===== config.mk =====
export PLATFORM = sky130hd
export DESIGN_NAME = user_session_auth
export DESIGN_NICKNAME = d
export VERILOG_FILES = /design/src/rtl/user_auth_pkg.sv /design/src/rtl/auth_timer.sv /design/src/rtl/user_session_auth.sv
export SDC_FILE = /design/constraint.sdc
export NUM_CORES = 1
export LEC_CHECK = 0
export BUFFER_PORTS_ARGS = -buffer_cell sky130_fd_sc_hd__clkbuf_2
export CAP_MARGIN = 10
export CORE_MARGIN = 2
export CORE_UTILIZATION = 39
export CTS_CLUSTER_SIZE = 20
export DETAILED_ROUTE_END_ITERATION = 10
export MAX_ROUTING_LAYER = met4
export PLACE_DENSITY = 0.68
export SYNTH_ARGS = -nofsm -noshare
export SYNTH_HDL_FRONTEND = slang
export SYNTH_HIERARCHICAL = 1
export SYNTH_SLANG_ARGS = --single-unit

===== constraint.sdc =====
create_clock -name clk -period 3.4 [get_ports clk]
set_clock_uncertainty 0.2 [all_clocks]
set_input_delay 0.34 -clock clk [delete_from_list [all_inputs] [get_ports clk]]
set_output_delay 0.34 -clock clk [all_outputs]
set_load 0.01 [all_outputs]

===== src/rtl/user_auth_pkg.sv =====
// Shared types and constants for the user session authentication block.
// KEY_TABLE is indexed by user id; entry 0 is never consulted because the guest id always fails.
package user_auth_pkg;

    typedef enum logic [1:0] {
        IDLE,
        CHECK,
        ACTIVE,
        LOCKED
    } auth_state_t;

    localparam logic [2:0] GUEST_ID = 3'h0;

    localparam logic [7:0][7:0] KEY_TABLE = {
        8'h0F,  // id 7
        8'h69,  // id 6
        8'hC3,  // id 5
        8'hA5,  // id 4
        8'h96,  // id 3
        8'h5A,  // id 2
        8'h3C,  // id 1
        8'h00   // id 0 (guest)
    };

endpackage


===== src/rtl/auth_timer.sv =====
// Loadable saturating down-counter shared by lockout and session-timeout timing.
// It holds at zero instead of wrapping, and a load takes priority over a decrement.
module auth_timer #(
    parameter int W = 5
) (
    input  logic         clk,
    input  logic         rst_n,
    input  logic         load,
    input  logic [W-1:0] load_val,
    input  logic         dec,
    output logic         zero
);

    logic [W-1:0] count;

    always_ff @(posedge clk or negedge rst_n) begin
        if (!rst_n) begin
            count <= '0;
        end else if (load) begin
            count <= load_val;
        end else if (dec && count != '0) begin
            count <= count - 1'b1;
        end
    end

    assign zero = (count == '0);

endmodule


===== src/rtl/user_session_auth.sv =====
// Login and session controller: checks credentials, tracks the active session with an idle timeout,
// and locks out new requests after repeated failures.
module user_session_auth
    import user_auth_pkg::*;
#(
    parameter int MAX_FAIL    = 3,
    parameter int LOCK_CYCLES = 16,
    parameter int TIMEOUT     = 32
) (
    input  logic       clk,
    input  logic       rst_n,
    input  logic       req_valid,
    output logic       req_ready,
    input  logic [2:0] req_id,
    input  logic [7:0] req_key,
    input  logic       logout,
    input  logic       activity,
    output logic [2:0] usr_id,
    output logic       session_active,
    output logic       locked,
    output logic       auth_ok,
    output logic       auth_fail
);

    localparam int LW  = (LOCK_CYCLES > 1) ? $clog2(LOCK_CYCLES) : 1;
    localparam int TOW = (TIMEOUT > 1) ? $clog2(TIMEOUT) : 1;
    localparam int TW  = (LW > TOW) ? LW : TOW;
    localparam int FW  = $clog2(MAX_FAIL + 1);

    auth_state_t   state, next_state;
    logic [2:0]    id_q;
    logic [7:0]    key_q;
    logic [FW-1:0] fail_cnt;
    logic          key_match;
    logic          timer_load, timer_dec, timer_zero;
    logic [TW-1:0] timer_load_val;
    logic          fail_inc, fail_clr;

    assign key_match = (id_q != GUEST_ID) && (key_q == KEY_TABLE[id_q]);

    auth_timer #(.W(TW)) u_timer (
        .clk      (clk),
        .rst_n    (rst_n),
        .load     (timer_load),
        .load_val (timer_load_val),
        .dec      (timer_dec),
        .zero     (timer_zero)
    );

    always_ff @(posedge clk or negedge rst_n) begin
        if (!rst_n) state <= IDLE;
        else        state <= next_state;
    end

    // The timer counts down the remaining idle allowance in ACTIVE and the remaining lockout in LOCKED.
    always_comb begin
        next_state     = state;
        timer_load     = 1'b0;
        timer_load_val = '0;
        timer_dec      = 1'b0;
        fail_inc       = 1'b0;
        fail_clr       = 1'b0;
        case (state)
            IDLE: begin
                if (req_valid && req_ready) next_state = CHECK;
            end
            CHECK: begin
                if (key_match) begin
                    next_state     = ACTIVE;
                    timer_load     = 1'b1;
                    timer_load_val = TW'(TIMEOUT - 1);
                    fail_clr       = 1'b1;
                end else begin
                    fail_inc = 1'b1;
                    if (fail_cnt >= FW'(MAX_FAIL - 1)) begin
                        next_state     = LOCKED;
                        timer_load     = 1'b1;
                        timer_load_val = TW'(LOCK_CYCLES - 1);
                    end else begin
                        next_state = IDLE;
                    end
                end
            end
            ACTIVE: begin
                if (logout) begin
                    next_state = IDLE;
                end else if (activity) begin
                    timer_load     = 1'b1;
                    timer_load_val = TW'(TIMEOUT - 1);
                end else if (timer_zero) begin
                    next_state = IDLE;
                end else begin
                    timer_dec = 1'b1;
                end
            end
            LOCKED: begin
                if (timer_zero) begin
                    next_state = IDLE;
                    fail_clr   = 1'b1;
                end else begin
                    timer_dec = 1'b1;
                end
            end
            default: next_state = IDLE;
        endcase
    end

    always_ff @(posedge clk or negedge rst_n) begin
        if (!rst_n) begin
            id_q     <= GUEST_ID;
            key_q    <= '0;
            fail_cnt <= '0;
        end else begin
            if (state == IDLE && req_valid && req_ready) begin
                id_q  <= req_id;
                key_q <= req_key;
            end
            if (fail_clr)                                 fail_cnt <= '0;
            else if (fail_inc && fail_cnt != FW'(MAX_FAIL)) fail_cnt <= fail_cnt + 1'b1;
        end
    end

    // Outputs are registered from the next state so they line up with the state they describe.
    always_ff @(posedge clk or negedge rst_n) begin
        if (!rst_n) begin
            req_ready      <= 1'b0;
            usr_id         <= GUEST_ID;
            session_active <= 1'b0;
            locked         <= 1'b0;
            auth_ok        <= 1'b0;
            auth_fail      <= 1'b0;
        end else begin
            req_ready      <= (next_state == IDLE);
            session_active <= (next_state == ACTIVE);
            locked         <= (next_state == LOCKED);
            auth_ok        <= (state == CHECK) && key_match;
            auth_fail      <= (state == CHECK) && !key_match;
            if (state == CHECK && next_state == ACTIVE) usr_id <= id_q;
            else if (next_state != ACTIVE)              usr_id <= GUEST_ID;
        end
    end

endmodule

**After elaboration in Yosys (flattened, before gate mapping)**

Memory sizes are Yosys's and may differ from the RTL's.
Cells that the tools add are included.
W data, S select, Z words.

- Memories: 1
- Logic and storage cells: 75
- Bits in registers: 28
- Input bits: 16
- Latch bits: 0
- Memory bits (read-only): 64
- Memory bits (writable): 0
- Output and inout port bits: 8

Memories:

| memory | words | width | read ports | clocked after memory_dff | wr ports | line | text |
|---|---|---|---|---|---|---|---|
| (name not given) | 8 | 8 | 1 | 0 | 0 | user_session_auth.sv:39 | `assign key_match = (id_q != GUEST_ID) && (key_q == KEY_TABLE[id_q]);` |

- Divide/modulo/power cells: 0
- Magnitude comparators: 2
- Add/sub/neg operators: 2
- Shifts and indexed selects: 0
- Equal/unequal tests: 8
- Bitwise operators: 0
- Multiply operators: 0
- Multiplexer cells: 33
- Reduce and logical (&&, ||, !) cells: 18

Operators with widths:

| kind | number |
|---|---|
| $mux W5 | 5 |
| $mux W2 | 8 |
| $mux W1 | 11 |
| $pmux W5 S2 | 1 |
| $logic_and A1 B1 Y1 | 9 |
| $eq A2 B2 Y1 const B | 4 |
| $eq A8 B8 Y1 | 1 |
| $mux W8 | 1 |
| $pmux W2 S4 | 1 |
| $mux W3 | 2 |
| $pmux W1 S2 | 3 |
| $reduce_bool A2 Y1 | 3 |
| $logic_not A5 Y1 | 1 |
| $reduce_bool A5 Y1 | 1 |
| $sub A5 B1 Y5 const B | 1 |
| $logic_not A2 Y1 | 2 |
| $lt A3 B4 Y1 const B | 1 |
| $mux W4 | 1 |
| $ne A2 B2 Y1 const B | 2 |
| $reduce_bool A3 Y1 | 1 |
| $add A2 B1 Y2 const B | 1 |
| $eq A2 B1 Y1 const B | 1 |
| $ge A2 B2 Y1 const B | 1 |
| $logic_not A1 Y1 | 1 |

**Logic depth before layout (Yosys ltp)**

- Word-level depth: 9
- Mapped depth: 10
- Mapped depth without buffers: 9

**Cells and area by module**

The synthesis kept the hierarchy.

Modules (own cells, without submodules):

| module | sequential area each (um^2) | cells each | area each (um^2) | instances |
|---|---|---|---|---|
| user_session_auth | 575.6 | 134 | 1427.6 | 1 |
| auth_timer | 125.1 | 32 | 304.0 | 1 |

**Worst setup path before layout**

Ideal clock, no wire load.

- Kind: register -> register
- From: register id_q[1]
- To: register u_timer.count[3]
- Required time: 3.078 ns
- Period minus slack after synthesis: 2.703 ns
- Path buffers: 1
- Setup slack: 0.697 ns
- Arrival: 2.381 ns
- Library setup time: 0.122 ns
- Cell stages (with the launch flop): 11
- Path through: dfrtp_1 inv_1 ha_1 xor2_1 or3_1 a221oi_2 a21boi_0 o2bb2ai_1 clkbuf_1 nor2b_1 a21oi_2

- Longest elaborated chain between the ends: 7
- Elaborated cells on any way between the ends: 11
- Those cells by class: eq/ne (1); mux (6); reduce/logical (3); memory (1)

RTL lines:

| element | line | text |
|---|---|---|
| start: declaration | user_session_auth.sv:31 | `logic [2:0] id_q;` |
| start signal: assignment | user_session_auth.sv:115 | `id_q <= req_id;` |
| $mem_v2 Z8 W8 | n/a |  |
| $mux W8 (implied by the code) | user_session_auth.sv:39 |  |
| $eq A8 B8 Y1 | user_session_auth.sv:39 |  |
| $logic_and A1 B1 Y1 * | user_session_auth.sv:39 |  |
| $mux W1 * | user_session_auth.sv:68 | `if (key_match) begin` |
| $pmux W1 S2 * | user_session_auth.sv:63 | `case (state)` |
| net timer_load | user_session_auth.sv:35 | `logic timer_load, timer_dec, timer_zero;` |
| $mux W5 / $reduce_bool A2 Y1 (equally long branches) | n/a |  |
| end signal: assignment | auth_timer.sv:20 | `count <= load_val;` |
| end signal: assignment | auth_timer.sv:22 | `count <= count - 1'b1;` |
| end: declaration | auth_timer.sv:14 | `logic [W-1:0] count;` |

The timed path passes the listed nets; every way through them passes the cells marked *. The select of a mux whose other input is x is not followed.
A chain may end at the register's enable or synchronous reset.

**Final worst setup path**

Same ends and word-level chain as after synthesis.

==> qor.csv <==
metric;value;unit
Setup crit end;u_timer/count[3]$_DFFE_PN0P_;
CTS tree;built;
CP Depth;10;
final non-filler cell total;244;
Final setup viols;0;
crit path time final;2.866;ns
vias;1268;
area share of the largest cell type after synthesis;0.4046;
largest cells by area after synthesis;dfrtp_1 (40%), ha_1 (8.7%), mux2_2 (7.2%);
Post-DP HPWL;2.467;mm
Critical-path top delay cell;dfrtp_1;
min-delay worst type;in -> reg;
filler cell count;427;
Leakage;0.9205;nW
DRT iter0 DRCs;90;
CTS H-Tree Depth;1;
synthesized cell area;0.001732;mm²
routed vias/inst;5.197;
gp weighted congestion;0.8881;
most frequent cell after synthesis;dfrtp_1;
core area;0.004324;mm²
r2r startpoint;id_q[1]$_DFFE_PN0P_;
final hold viol count;0;
critical path type;reg -> reg;
post-synth cell types;48;
largest net degree at the start of global routing;29;
worst slew pin tran;0.6930;ns
setup TNS;0;ns
Post-synth EDFFs;0;
R2R Setup Slk;0.53;ns
post-cts resize count;0;
area of the die;0.004989;mm²
NumNets Final;221;
CP startpoint;id_q[1]$_DFFE_PN0P_;
async set-reset flop share out of synthesis;1.000;
Synth Register Bits;28;
share of cells above drive strength 1;0.2500;
final core occ;0.4554;
DRC violations left;0;
synth warn;6;
port bufs;23;
clock sink count;28;
initial antenna violation count;0;
Max Cap Viol;0;
largest area contributor in the netlist;dfrtp_1;
clk_lat worst skew;0.28;ns
Final Instance Area;0.001969;mm²
Mapped Nets;194;
Post CTS Setup Buffer Count;0;
Routed WL;3.218;mm
Mean Syn Cell Area;10.43;µm²
Reg clk slew, reported paths;0.10;ns
Max Freq;348.9;MHz
ANT cells;0;
max incr delay on CP;0.53;ns
Die Y;70.64;µm
GRT Overall Usage;0.1407;
ANT nets after route;0;
Slew Viols, Final;0;
critical path arrival;2.84;ns
root buf cell;clkbuf_8;
maximum VDD drop;0.0003246;V
synthesis-to-layout area growth;13.73;%
CP startpoint kind;flip-flop;
RSZ-0062 raised after global routing;no;
Rel. slew slack;0.5380;
family with the most delay on the worst path;compound AO/OA/AOI/OAI gates;
Worst R2R End;u_timer/count[3]$_DFFE_PN0P_;
DR WL/cell;13.19;µm
WP buf/inv;2;
Die Wd;70.64;µm
commonest cells in the netlist;dfrtp_1 (28), a21oi_1 (12), ha_1 (12);
crit share post-route;0.8431;
Synth Instances;166;
critical path, cell by cell;inv_1, ha_1, xor2_1, or3_1, a221oi_2, a21boi_0, o2bb2ai_1, buf_4, nor2b_1, a21oi_2;
Pwr Density;884.9;mW/mm²
num ports;24;
drt pass-1 iters;4;
first-pass GRT wire length;5.533;mm
Clock Path Buffers;2;
Seq/Total Area, Yosys;0.4046;
status;finished clean;
Most used DFF post-synth;dfrtp_1;
Req. time, crit path;3.37;ns
placed cells;239;
crit path max fanout;10;
vias in the first global route;1224;
Post-DP Area;0.001904;mm²
initial cell density of the core;0.4005;
Rows;24;
R2R cell count;10;
aggregate global routing overflow;0;
cts bufs inserted;3;
endpoint class of the critical path;flip-flop;
==> repair_timing <==
| item | in CTS | in global routing |
|---|---|---|
| endpoints found under the hold margin | 28 | 0 |
| setup endpoints to repair | 0 | 0 |
| hold buffers | 1 | 0 |
==> cell usage in the layout, fill, tap and decap left out, types with 4 or more instances in the layout <==
cell,netlist,routed
a21oi_1,12,12
clkbuf_2,0,23
clkbuf_8,0,4
dfrtp_1,28,28
ha_1,12,12
inv_1,11,11
mux2_2,11,11
mux2i_1,5,5
nand2_1,9,9
nand2b_1,4,4
nor2_1,6,6
nor2b_1,6,6
nor3_1,4,4
o21ai_0,5,5
==> how the worst min path moves through the flow <==
stage	from	to	slack, ns	depth (start not counted)
after floorplan	rst_n	auth_fail$_DFF_PN0_	-0.16	0
after global placement	rst_n	key_q[4]$_DFFE_PN0P_	0.22	1
after detailed placement	rst_n	key_q[0]$_DFFE_PN0P_	0.22	1
after CTS	req_id[1]	id_q[1]$_DFFE_PN0P_	0.08	2
after global routing	req_id[1]	id_q[1]$_DFFE_PN0P_	0.07	2
final	req_key[1]	key_q[1]$_DFFE_PN0P_	0.08	2
==> flip-flops by register name, summed over array words and instances, names as in the netlist <==
| signal | cells |
|---|---|
| fail_cnt | 2 |
| req_ready | 1 |
| auth_fail | 1 |
| id_q | 3 |
| u_timer/count | 5 |
| state | 2 |
| auth_ok | 1 |
| key_q | 8 |
| session_active | 1 |
| usr_id | 3 |
| locked | 1 |
==> worst reg2reg max path, cell delays in order (launching register included) <==
cell and delay [ns]:
dfrtp_1 0.53, inv_1 0.15, ha_1 0.21, xor2_1 0.15
or3_1 0.39, a221oi_2 0.35, a21boi_0 0.21, o2bb2ai_1 0.18
buf_4 0.18, nor2b_1 0.17, a21oi_2 0.04
==> cell type report <==
class                           instances  area (µm²)  share of cell area
Sequential cell                        28       700.7              0.3558
Timing Repair Buffer                   26       140.1             0.07116
Inverter                               11       41.29             0.02097
Tap cell                               52       65.06             0.03304
Clock buffer                            4       55.05             0.02795
Multi-Input combinational cell        123       967.2              0.4911
==> through the flow <==
stage	setup WS [ns]	power (mW)	hold WS (ns)
after global routing	0.2511	1.897	0.07279
final	0.5335	1.743	0.08229
after global placement	0.5904	1.533	0.2193
after detailed placement	0.5397	1.548	0.2220
after floorplan	0.6974	1.347	-0.1556
after CTS	0.5107	1.759	0.08091
==> logic make-up after synthesis <==
logic type | after synthesis | synth area share
and+or+nand+nor | 53 | 0.2023
AOI/OAI and AO/OA | 36 | 0.1387
DFF | 28 | 0.4046
muxes | 16 | 0.1004
buffers and inverters | 15 | 0.03685
adders and majority gates | 12 | 0.08670
xor gates and xnor gates | 6 | 0.03035
==> metal layers <==
layer,GRT usage,up-vias,routed length (µm)
met1,0.1870,593,1627
met5,-,-,0
met3,0.03134,4,103
met2,0.2180,20,1445
li1,-,651,-
met4,0.03983,0,42
==> power by group <==
group	leakage [nW]	internal [mW]	switching, mW
logic	0.545	0.441	0.459
clock network	0.0288	0.104	0.104
registers	0.347	0.474	0.161
(Power assumes the default switching activity.)
